## config.mk

```make
export PLATFORM = sky130hd
export DESIGN_NAME = side_road_car_detect
export DESIGN_NICKNAME = d
export VERILOG_FILES = /design/src/rtl/tlc_pkg.sv /design/src/rtl/side_road_debounce.sv /design/src/rtl/side_road_car_detect.sv
export SDC_FILE = /design/constraint.sdc
export NUM_CORES = 1
export LEC_CHECK = 0
export ABC_AREA = 0
export BUFFER_PORTS_ARGS = -buffer_cell sky130_fd_sc_hd__clkbuf_2
export CORE_UTILIZATION = 45
export DETAILED_ROUTE_END_ITERATION = 10
export SETUP_SLACK_MARGIN = 0.4
export SYNTH_ARGS = -nofsm -noshare
export SYNTH_HDL_FRONTEND = slang
export SYNTH_SLANG_ARGS = --single-unit
```

## constraint.sdc

```tcl
create_clock -name clk -period 6.9 [get_ports clk]
set_input_delay 1.38 -clock clk [delete_from_list [all_inputs] [get_ports clk]]
set_output_delay 1.38 -clock clk [all_outputs]
set_load 0.01 [all_outputs]
```

## src/rtl/tlc_pkg.sv

```systemverilog
// Shared traffic-light-controller definitions.
//   deb_state_e          : side-road sensor debounce states (2-bit, 00/01/10/11)
//   TLC_DEBOUNCE_CYCLES  : default debounce window, shared with the FSM/timer team
//   TLC_DRAIN_CYCLES     : default side-green cycles per vehicle drained
package tlc_pkg;

    typedef enum logic [1:0] {
        LOW      = 2'b00,
        RISE_CHK = 2'b01,
        HIGH     = 2'b10,
        FALL_CHK = 2'b11
    } deb_state_e;

    localparam int TLC_DEBOUNCE_CYCLES = 8;
    localparam int TLC_DRAIN_CYCLES    = 10;

endpackage

```

## src/rtl/side_road_debounce.sv

```systemverilog
// Side-road loop sensor front end: synchronizer chain plus debounce FSM.
// Ports:
//   clk, reset  : clock, async active-low reset
//   sensor_raw  : raw asynchronous loop-detector input
//   state       : current debounce state (HIGH = sensor accepted high)
//   arrival     : one-cycle pulse on the first cycle of an accepted rise
module side_road_debounce
    import tlc_pkg::*;
#(
    parameter int SYNC_STAGES     = 2,
    parameter int DEBOUNCE_CYCLES = TLC_DEBOUNCE_CYCLES
) (
    input  logic       clk,
    input  logic       reset,
    input  logic       sensor_raw,
    output deb_state_e state,
    output logic       arrival
);

    localparam int             DW   = $clog2(DEBOUNCE_CYCLES);
    localparam logic [DW-1:0]  LAST = DW'(DEBOUNCE_CYCLES - 1);

    logic [SYNC_STAGES-1:0] sync_ff;
    logic                   sync;
    logic [DW-1:0]          deb_cnt;

    assign sync = sync_ff[SYNC_STAGES-1];

    always_ff @(posedge clk or negedge reset) begin
        if (!reset) sync_ff <= '0;
        else        sync_ff <= {sync_ff[SYNC_STAGES-2:0], sensor_raw};
    end

    // deb_cnt holds how many consecutive samples of the new level have been
    // seen; the change is accepted on the DEBOUNCE_CYCLES-th one.
    always_ff @(posedge clk or negedge reset) begin
        if (!reset) begin
            state   <= LOW;
            deb_cnt <= '0;
            arrival <= 1'b0;
        end else begin
            arrival <= 1'b0;
            case (state)
                LOW: if (sync) begin
                    state   <= RISE_CHK;
                    deb_cnt <= DW'(1);
                end
                RISE_CHK: if (!sync) begin
                    state   <= LOW;
                    deb_cnt <= '0;
                end else if (deb_cnt == LAST) begin
                    state   <= HIGH;
                    deb_cnt <= '0;
                    arrival <= 1'b1;
                end else begin
                    deb_cnt <= deb_cnt + DW'(1);
                end
                HIGH: if (!sync) begin
                    state   <= FALL_CHK;
                    deb_cnt <= DW'(1);
                end
                FALL_CHK: if (sync) begin
                    state   <= HIGH;
                    deb_cnt <= '0;
                end else if (deb_cnt == LAST) begin
                    state   <= LOW;
                    deb_cnt <= '0;
                end else begin
                    deb_cnt <= deb_cnt + DW'(1);
                end
                default: begin
                    state   <= LOW;
                    deb_cnt <= '0;
                end
            endcase
        end
    end

endmodule

```

## src/rtl/side_road_car_detect.sv

```systemverilog
// Side-road car detector feeding the traffic-light FSM C input.
// Debounces the loop sensor, queues arriving vehicles and drains the queue
// while the side road is green.
// Ports:
//   clk, reset    : clock, async active-low reset
//   sensor_raw    : raw loop-detector input
//   sg            : side-road green from the FSM
//   c             : registered car-waiting request
//   arrival       : one-cycle pulse per accepted vehicle
//   veh_count     : queue depth
//   overflow      : sticky, an arrival hit a full queue
//   sensor_fault  : sticky stuck-sensor flag
// Optional feature macro: SIDE_ROAD_STUCK_DETECT_EN (stuck-sensor detection;
// when undefined sensor_fault is tied 0).
module side_road_car_detect
    import tlc_pkg::*;
#(
    parameter int SYNC_STAGES     = 2,
    parameter int DEBOUNCE_CYCLES = TLC_DEBOUNCE_CYCLES,
    parameter int CNT_W           = 4,
    parameter int DRAIN_CYCLES    = TLC_DRAIN_CYCLES,
    parameter int STUCK_CYCLES    = 1000
) (
    input  logic             clk,
    input  logic             reset,
    input  logic             sensor_raw,
    input  logic             sg,
    output logic             c,
    output logic             arrival,
    output logic [CNT_W-1:0] veh_count,
    output logic             overflow,
    output logic             sensor_fault
);

    localparam int             DCW   = (DRAIN_CYCLES > 1) ? $clog2(DRAIN_CYCLES) : 1;
    localparam logic [DCW-1:0] DLAST = DCW'(DRAIN_CYCLES - 1);

    deb_state_e       state;
    logic [DCW-1:0]   drain_cnt;
    logic             tick;
    logic [CNT_W-1:0] cnt_next;
    logic             ovf_set;
    logic             fault_next;

    side_road_debounce #(
        .SYNC_STAGES    (SYNC_STAGES),
        .DEBOUNCE_CYCLES(DEBOUNCE_CYCLES)
    ) u_debounce (
        .clk       (clk),
        .reset     (reset),
        .sensor_raw(sensor_raw),
        .state     (state),
        .arrival   (arrival)
    );

    assign tick = sg && (drain_cnt == DLAST);

    // Arrival and drain tick in the same cycle cancel; overflow only counts
    // an arrival that really has nowhere to go.
    always_comb begin
        cnt_next = veh_count;
        ovf_set  = 1'b0;
        case ({arrival, tick})
            2'b10: if (&veh_count) ovf_set = 1'b1;
                   else            cnt_next = veh_count + CNT_W'(1);
            2'b01: if (veh_count != '0) cnt_next = veh_count - CNT_W'(1);
            default: ;
        endcase
    end

`ifdef SIDE_ROAD_STUCK_DETECT_EN
    localparam int SW = $clog2(STUCK_CYCLES + 1);
    logic [SW-1:0] stuck_cnt;

    // Fault latches on the STUCK_CYCLES-th consecutive HIGH cycle.
    assign fault_next = sensor_fault ||
                        (state == HIGH && stuck_cnt == SW'(STUCK_CYCLES - 1));

    always_ff @(posedge clk or negedge reset) begin
        if (!reset) begin
            stuck_cnt    <= '0;
            sensor_fault <= 1'b0;
        end else begin
            sensor_fault <= fault_next;
            if (state != HIGH)                    stuck_cnt <= '0;
            else if (stuck_cnt != SW'(STUCK_CYCLES)) stuck_cnt <= stuck_cnt + SW'(1);
        end
    end
`else
    localparam int unused_stuck_cycles = STUCK_CYCLES;
    logic unused_state;
    assign unused_state = ^state;
    assign fault_next   = 1'b0;
    assign sensor_fault = 1'b0;
`endif

    always_ff @(posedge clk or negedge reset) begin
        if (!reset) begin
            drain_cnt <= '0;
            veh_count <= '0;
            overflow  <= 1'b0;
            c         <= 1'b0;
        end else begin
            veh_count <= cnt_next;
            overflow  <= overflow | ovf_set;
            c         <= (cnt_next != '0) | fault_next;
            if (!sg)  drain_cnt <= '0;
            else if (drain_cnt == DLAST) drain_cnt <= '0;
            else      drain_cnt <= drain_cnt + DCW'(1);
        end
    end

endmodule

```

==> results of run 1 <==
[metrics by stage]
stage / hold slack (ps) / utilization, % / setup slack (ps) / area (um2) / instances
finish: 357.4 / 52.69 / 3982 / 1055 / 131
global route: 374.5 / 52.69 / 3861 / 1055 / 131
CTS: 361.5 / 52.69 / 3987 / 1055 / 131
detailed placement: 340.3 / 51.56 / 3685 / 1032 / 128
global placement: 333.5 / 51.56 / 3754 / 1032 / 128
floorplan: 331.2 / - / 3909 / 983.4 / 95
[cells in the mapped netlist, drive strengths merged]
cell	instances
a211oi	2
a21o	2
a21oi	4
a221oi	1
a22o	2
a31oi	1
a41o	1
and3	2
buf	4
conb	1
dfrtp	18
ha	8
inv	10
mux2	1
mux2i	2
nand2	10
nand2b	1
nand3	1
nand3b	1
nor2	3
nor2b	4
nor3	1
nor3b	4
o21a	1
o21ai	1
o22ai	2
o311a	1
o311ai	1
o32ai	2
or4	1
xnor2	2
[kinds of logic after synthesis]
family,Yosys count,synth area share (%)
AOI/OAI and AO/OA,21,15.65
xor gates and xnor gates,2,1.781
other,1,0.3813
adders and majority gates,8,10.18
buffers and inverters,14,7.379
and+or+nand+nor,28,15.65
DFF,18,45.80
muxes,3,3.181
[placed cells by master (no fill, tap or decap), types with 2 or more instances in the layout]
cell type / Yosys / final
a211oi_1: 2 / 2
a21o_1: 2 / 2
a21oi_1: 4 / 4
a22o_1: 2 / 2
clkbuf_2: 0 / 10
clkbuf_4: 0 / 3
dfrtp_1: 18 / 18
ha_1: 8 / 8
inv_1: 10 / 10
mux2i_1: 2 / 2
nand2_1: 10 / 10
nor2_1: 3 / 3
nor2b_1: 4 / 4
nor3b_1: 3 / 3
o22ai_1: 2 / 2
o32ai_1: 2 / 2
xnor2_1: 2 / 2
[path summary, 6_finish.rpt]
check,from,endpoint,slack [ps],cells after the start
worst min register to register,u_debounce.sync_ff[0],u_debounce.sync_ff[1],360,0
worst max-delay path,sg,c,3980,8
worst max register to register,drain_cnt[0],c,4400,10
min in group asynchronous,reset,u_debounce.deb_cnt[0],1030,1
worst min-delay path,u_debounce.sync_ff[0],u_debounce.sync_ff[1],360,0
max in group asynchronous,reset,drain_cnt[3],5570,1
[sequential cells by signal, indices dropped and copies added, names as in the netlist, named ones only]
signal / cells
veh_count: 4
drain_cnt: 4
u_debounce.sync_ff: 2
u_debounce.arrival: 1
c: 1
u_debounce.deb_cnt: 3
u_debounce.state: 1
overflow: 1
[layer usage]
metal  global-route usage, %  wire length (um)  share of wire (%)
met1                   21.10               748                 50
met4                   4.412                 8               0.53
met2                   23.61               712                 47
met5                       0                 0                  0
met3                   1.887                33                2.2
[power by group]
part	total [mW]	switching (mW)	internal, mW	leakage (nW)
sequential	0.129	0.0111	0.118	0.238
combinational	0.0331	0.0170	0.0161	0.276
clock	0.0474	0.0272	0.0202	0.0138
total	0.210	0.0553	0.154	0.528
[cell type report]
class	count	area, um2	area share [%]
clock buffers	3	22.52	2.135
inverters	10	37.54	3.559
multi-input cells	63	460.4	43.65
flip-flops and latches	18	450.4	42.70
well taps	27	33.78	3.203
repair buffers	10	50.05	4.745
==> impl_metrics.ini, run 1 <==
[detailed_routing]
wl_per_cell_um = 11.47
vias = 678
drcViolationCount = 0
viasPerCell = 5.176
dr.pass1.iters = 4
ant_nets = 0
wirelength_um = 1502
first_iter_violations = 18

[logic_synthesis]
synth_nets = 107
synth_top_area_share_pct = 45.80
yosysWarnings = 0
syn_inst = 95
yosys.area.top_type = dfrtp_1
avgSynthCellArea_um2 = 10.35
yosysSeqAreaShare_pct = 45.80
synth_area_leaders = dfrtp_1, ha_1, inv_1, nand2_1, nor2b_1
yosysUniqueCellTypes = 35
synthesis.area_um2 = 983.4
synth_seq_cells = 18

[die]
die_width_um = 48.75
rows = 16
dieHeight_um = 48.75
start_util_pct = 49.12
dieArea_mm2 = 0.002377
core-area_mm2 = 0.002002
io-pin-count = 12

[global_routing]
track_usage_pct = 14.84
antenna_found_initial = 0
grt_pass1_wl_um = 2794
gr-total-overflow = 0
grt_max_degree = 19
grt_pass1_vias = 648

[sta]
finalHoldViolations = 0
final-setup-viol-count = 0
clock_skew_ps = 4.035
max_freq_mhz = 342.7
setup_tns_ps = 0
rsz0062_at_grt = false
drv_slew = 0
fin_crit_ps = 2918
fin_crit_sh_pct = 42.30

[worst_setup_path]
cp_slowest_cell = or4_1
path_cells = clkbuf_2 -> nand2_1 -> inv_1 -> ha_1 -> a41o_1 -> a21o_1 -> a22o_1 -> or4_1
crit_arrival_ps = 3070
cp-end-kind = flop
start_kind = input pin
cp_max_fo = 9
required_ps = 7050
path_delay_family = compound AO/OA/AOI/OAI gates
max_stage_delay_ps = 480
critical_path_class = input pin to flop
critical_path_buf_inv_count = 2

[power_and_ir_drop]
leakage_nw = 0.5277
ir_drop_mv = 0.1517
power_mw = 0.2097
power_density_mw_per_mm2 = 198.8

[run_status]
run_status = finished, final reports clean

[clocking]
cts_setup_buffers = 0
cts_htree_levels = 1
cts_buffers = 3
postCtsHoldBufs = 0
cts_tree = yes
cts_resized = 0
cts_sinks = 18
clk_pin_slew_ps = 90
clockRootBuffer = clkbuf_4
clockBufferDepth = 2
clk_latency_ps = 270

[finish]
drive_above_1_share_pct = 15.38
area.growth.synth_to_final_pct = 7.252
nets = 118
num_antenna_cells = 0
fillers = 175

[placement]
port-buffer-count = 10
finalWeightedCongestion = 0.8276
hpwlAfterDp_um = 1134

[min_path]
hp-class = flop to flop

[job]
cap_violations = 0
No activity file was read; power rests on OpenSTA's default activity.
==> run 2: changes to the inputs <==
==> constraint.sdc (replaced) <==
create_clock -name clk -period 2.85 [get_ports clk]
set_input_delay 0.57 -clock clk [delete_from_list [all_inputs] [get_ports clk]]
set_output_delay 0.57 -clock clk [all_outputs]
set_load 0.01 [all_outputs]
==> run 2 against run 1 <==
Effect of this change:
- count of clock-buffer cells in the layout increased by 1
- die area unchanged
- global-route usage increased by 0.28 points
- setup slack got worse by 3500 ps
- core utilization increased by 2.3 points
- sequential share of layout area decreased by 1.8 points
- sequential cell count unchanged
- power increased to 2.6 times the previous value
- critical path depth increased by 3
- sequential power increased by 140%
- largest power group unchanged
- largest cell class unchanged
==> impl_metrics.ini, run 2 (synthesis gave the netlist of run 1 again) <==
[clocking]
cts_tree = yes
cts_sinks = 18
clockRootBuffer = clkbuf_4
clk_pin_slew_ps = 90
postCtsHoldBufs = 0
clockBufferDepth = 2
cts_htree_levels = 1
cts_buffers = 3
clk_latency_ps = 280

[sta]
drv_slew = 0
rsz0062_at_grt = false
fin_crit_sh_pct = 81.60
clock_skew_ps = 1.453
fin_crit_ps = 2326
final-setup-viol-count = 0
max_freq_mhz = 430.0
setup_tns_ps = 0
hold-worst-slack_ps = 205.9
finalHoldViolations = 0

[worst_setup_path]
rrSetupSlack_ps = 520
cp-end-kind = flop
r2r_end = c
crit_arrival_ps = 2490
r2r_cells = 11
rr_startpoint = drain_cnt[1]
required_ps = 3010
max_stage_delay_ps = 450
critical_path_buf_inv_count = 2
start_kind = flop
critical_path_class = flop to flop
path_cells = inv_1 -> ha_2 -> nand2_1 -> nor2_2 -> nand2_1 -> inv_1 -> ha_4 -> a41o_1 -> a21o_1 -> a22o_1 -> or4_1
path_delay_family = simple AND/OR/NAND/NOR gates
cp_slowest_cell = or4_1
cp_max_fo = 9

[power_and_ir_drop]
p_sw_mw = 0.1381
leakage_nw = 0.5441
ir_drop_mv = 0.4196
power_frac_comb_pct = 15.1
seqPwrFrac_pct = 57.6
p_int_mw = 0.4049
power_density_mw_per_mm2 = 493.2
clkPwrFrac_pct = 27.3
sw_frac_of_total_pct = 25.43

[finish]
postLayoutCoreUtil_pct = 55.00
area.growth.synth_to_final_pct = 11.96
stdcell_count = 134
drive_above_1_share_pct = 20.56
layout_common_cells = dfrtp_1, inv_1, nand2_1, clkbuf_2, ha_1
layout_commonest_cell = dfrtp_1
num_antenna_cells = 0
top_regs = drain_cnt (4), veh_count (4), u_debounce.deb_cnt (3)
final_design_area_no_fill_mm2 = 0.001101
nets = 120

[die]
rows = 16
die_width_um = 48.75
dieHeight_um = 48.75
start_util_pct = 49.12
dieArea_mm2 = 0.002377
io-pin-count = 12
core-area_mm2 = 0.002002

[job]
cap_violations = 0

[placement]
place_inst = 128
port-buffer-count = 10
dpl-instance-area_mm2 = 0.001032
finalWeightedCongestion = 0.7801
hpwlAfterDp_um = 1197

[detailed_routing]
first_iter_violations = 11
ant_nets = 0
dr.pass1.iters = 4
vias = 700
wl_per_cell_um = 11.93
drcViolationCount = 0
viasPerCell = 5.224
wirelength_um = 1599

[global_routing]
grt_pass1_wl_um = 2753
grt_pass1_vias = 649
antenna_found_initial = 0
grt_max_degree = 19
gr-total-overflow = 0
track_usage_pct = 15.12

[run_status]
run_status = finished, final reports clean

[min_path]
hp-class = input pin to asynchronous set/reset pin
## run 2: cell count changes in the layout (fill, tap and decap cells not counted)
cell | previous run | this run
buf_4 | 0 | 2
clkbuf_8 | 0 | 1
ha_1 | 8 | 6
ha_2 | 0 | 1
ha_4 | 0 | 1
nor2_1 | 3 | 2
nor2_2 | 0 | 1
## run 2: power groups by stage
| stage | sequential (mW) | combinational (mW) | clock (mW) |
|---|---|---|---|
| 2_1_floorplan | 0.312 | 0.0632 | 0 |
| 3_3_place_gp | 0.316 | 0.0780 | 0 |
| 3_5_place_dp | 0.318 | 0.0799 | 0 |
| 4_1_cts | 0.313 | 0.0802 | 0.158 |
| 5_1_grt | 0.317 | 0.0984 | 0.170 |
| 6_report | 0.313 | 0.0821 | 0.148 |
## run 2: stage by stage
stage	power, mW	setup WS [ps]
after detailed placement	0.3975	417.4
after global placement	0.3942	466.6
final	0.5430	524.4
after global routing	0.5845	407.1
after floorplan	0.3751	504.8
after CTS	0.5509	415.8
## run 2: timing repair
action,CTS,global route
resized for setup,1,3
endpoints found under the setup margin,1,1
setup buffers,0,2
## run 2: worst reg2reg max path: cells and delay by family, from the launching register on
kind,cells,cell delay (ps)
simple gates,4,690
compound gates,3,550
fa+ha+maj,2,410
flops,1,400
buf+inv,2,150
## run 2: worst max-delay path by stage
| stage | to | slack, ps | from | cells after the start |
|---|---|---|---|---|
| floorplan | c | 500 | drain_cnt[1] | 12 |
| global placement | c | 470 | drain_cnt[0] | 10 |
| detailed placement | c | 420 | drain_cnt[0] | 10 |
| CTS | c | 420 | drain_cnt[1] | 11 |
| global route | c | 410 | drain_cnt[1] | 11 |
| finish | c | 520 | drain_cnt[1] | 11 |
## run 2: metal layers
metal	global-route usage [%]	part of all wire, %	vias up
met2	23.84	46	12
li1	-	-	358
met3	1.887	2.4	2
met1	20.53	51	328
met4	7.353	0.69	0
met5	0	0	-
## run 2: final cells by class
| class | instances | area (um2) |
|---|---|---|
| clock buffer | 4 | 36.28 |
| fill | 175 | 900.9 |
| inverter | 10 | 37.54 |
| multi-input combinational | 63 | 478.0 |
| sequential | 18 | 450.4 |
| tap | 27 | 33.78 |
| timing repair buffer | 12 | 65.06 |
==> run 3: changes to the inputs <==
==> constraint.sdc (replaced) <==
create_clock -name clk -period 2.28 [get_ports clk]
set_input_delay 0.456 -clock clk [delete_from_list [all_inputs] [get_ports clk]]
set_output_delay 0.456 -clock clk [all_outputs]
set_load 0.01 [all_outputs]
==> run 3 against run 2 <==
Effect of this change:
- the run now ends with setup timing left
- register-to-register slack lost 540 ps
- non-clock buffer count grew 13
- maximum frequency grew 1.5%
- sequential share of layout area shrank 5.6 points
- sequential power grew 25%
- sequential cell count is the same
- wire length grew 21%
- cell area grew 16%
- clock power grew 33%
- highest routed layer unchanged
==> impl_metrics.ini, run 3 (synthesis gave the netlist of run 1 again) <==
[clocking]
cts_sinks = 18
clockBufferDepth = 2
cts_tree = yes
clockRootBuffer = clkbuf_4
cts_buffers = 3
clk_pin_slew_ps = 100
clk_latency_ps = 300
cts_htree_levels = 1

[sta]
worst_slack_ps = -11.09
fin_crit_sh_pct = 100.5
drv_slew = 0
final-setup-viol-count = 1
max_freq_mhz = 436.5
rsz0062_at_grt = true
finalHoldViolations = 0
setup_tns_ps = -11.09
clock_skew_ps = 2.616
fin_crit_ps = 2291

[run_status]
violations = setup timing
run_status = finished with violations

[detailed_routing]
wirelength_um = 1941
first_iter_violations = 3
dr.pass1.iters = 3
vias = 773
drcViolationCount = 0
viasPerCell = 5.259
ant_nets = 0
wl_per_cell_um = 13.20

[job]
cap_violations = 0

[global_routing]
antenna_found_initial = 0
track_usage_pct = 17.93
grt_max_degree = 19
grt_pass1_wl_um = 3249
grt_pass1_vias = 767
gr-total-overflow = 0

[die]
core-area_mm2 = 0.002002
dieHeight_um = 48.75
dieArea_mm2 = 0.002377
start_util_pct = 49.12
rows = 16
die_width_um = 48.75
io-pin-count = 12

[worst_setup_path]
required_ps = 2460
cp_max_fo = 2
critical_path_class = flop to flop
path_cells = inv_2 -> ha_4 -> nand2_4 -> nor2_4 -> nand2_2 -> inv_2 -> ha_4 -> a41o_1 -> a21o_1 -> a22o_1 -> or4_1
cp_slowest_cell = or4_1
max_stage_delay_ps = 470
cp-end-kind = flop
start_kind = flop
crit_arrival_ps = 2470

[power_and_ir_drop]
power_density_mw_per_mm2 = 552.8
ir_drop_mv = 0.5481
power_mw = 0.7048
leakage_nw = 0.6335

[finish]
drive_above_1_share_pct = 37.50
nets = 133
fillers = 155
layout_common_cells = dfrtp_1, buf_4, clkbuf_2
num_antenna_cells = 0
top_regs = drain_cnt (4), veh_count (4), u_debounce.deb_cnt (3)
layout_commonest_cell = dfrtp_1
area.growth.synth_to_final_pct = 29.64

[placement]
hpwlAfterDp_um = 1279
finalWeightedCongestion = 0.7852
port-buffer-count = 10
dp_slack_ps = -29.17

[min_path]
hp-class = input pin to asynchronous set/reset pin
[run 3: cell count changes in the layout (fill, tap and decap cells not counted), sizes merged]
| cell | previous run | this run |
|---|---|---|
| buf | 2 | 15 |
[run 3: final timing paths]
kind | startpoint | to | slack (ps) | depth (start not counted)
min reg2reg | u_debounce.sync_ff[0] | u_debounce.sync_ff[1] | 370 | 0
max reg2reg | drain_cnt[1] | c | -10 | 11
min in group clk | sensor_raw | u_debounce.sync_ff[0] | 260 | 1
max in group asynchronous | reset | u_debounce.sync_ff[1] | 1900 | 1
max | drain_cnt[1] | c | -10 | 11
min | reset | c | 70 | 1
[run 3: critical path, delay by kind of cell, from the launching register on]
kind / cells / cell delay, ps
AO/OA/AOI/OAI: 3 / 600
adder cells (fa/ha/maj): 2 / 330
buffers and inverters: 2 / 130
flip-flops: 1 / 410
AND/OR/NAND/NOR: 4 / 710
[run 3: per-layer routing]
metal	wire length, um	track usage (%)	vias to the layer above
met4	31	6.373	0
met3	60	5.346	5
li1	-	-	381
met5	0	0	-
met2	1014	30.32	12
met1	835	21.44	375
[run 3: through the flow]
step / hold slack (ps) / area [um2] / utilization [%] / instances
5_1_grt: 111.1 / 1275 / 63.69 / 147
3_3_place_gp: 334.3 / 1110 / 55.44 / 138
6_report: 74.29 / 1275 / 63.69 / 147
4_1_cts: 87.90 / 1201 / 60.00 / 145
2_1_floorplan: 160.4 / 992.2 / - / 95
3_5_place_dp: 357.0 / 1110 / 55.44 / 138
[run 3: layout make-up]
class                      count  area, um2  area share [%]
clock buffer                   4      36.28           2.846
inverter                      10      37.54           2.944
multi-input combinational     63      543.0           42.59
sequential                    18      450.4           35.33
tap                           27      33.78           2.650
timing repair buffer          25      173.9           13.64
[run 3: report_power, final]
group	total (mW)	switching, mW	leakage [nW]	internal, mW
Clock	0.197	0.0997	0.0210	0.0975
Sequential	0.392	0.0347	0.238	0.357
Combinational	0.116	0.0562	0.374	0.0593
[run 3: what timing repair did]
item	CTS	global route
gates resized for setup	7	12
pin swaps	1	6
hold buffers	0	0
endpoints found under the setup margin	3	4
setup buffers	3	2
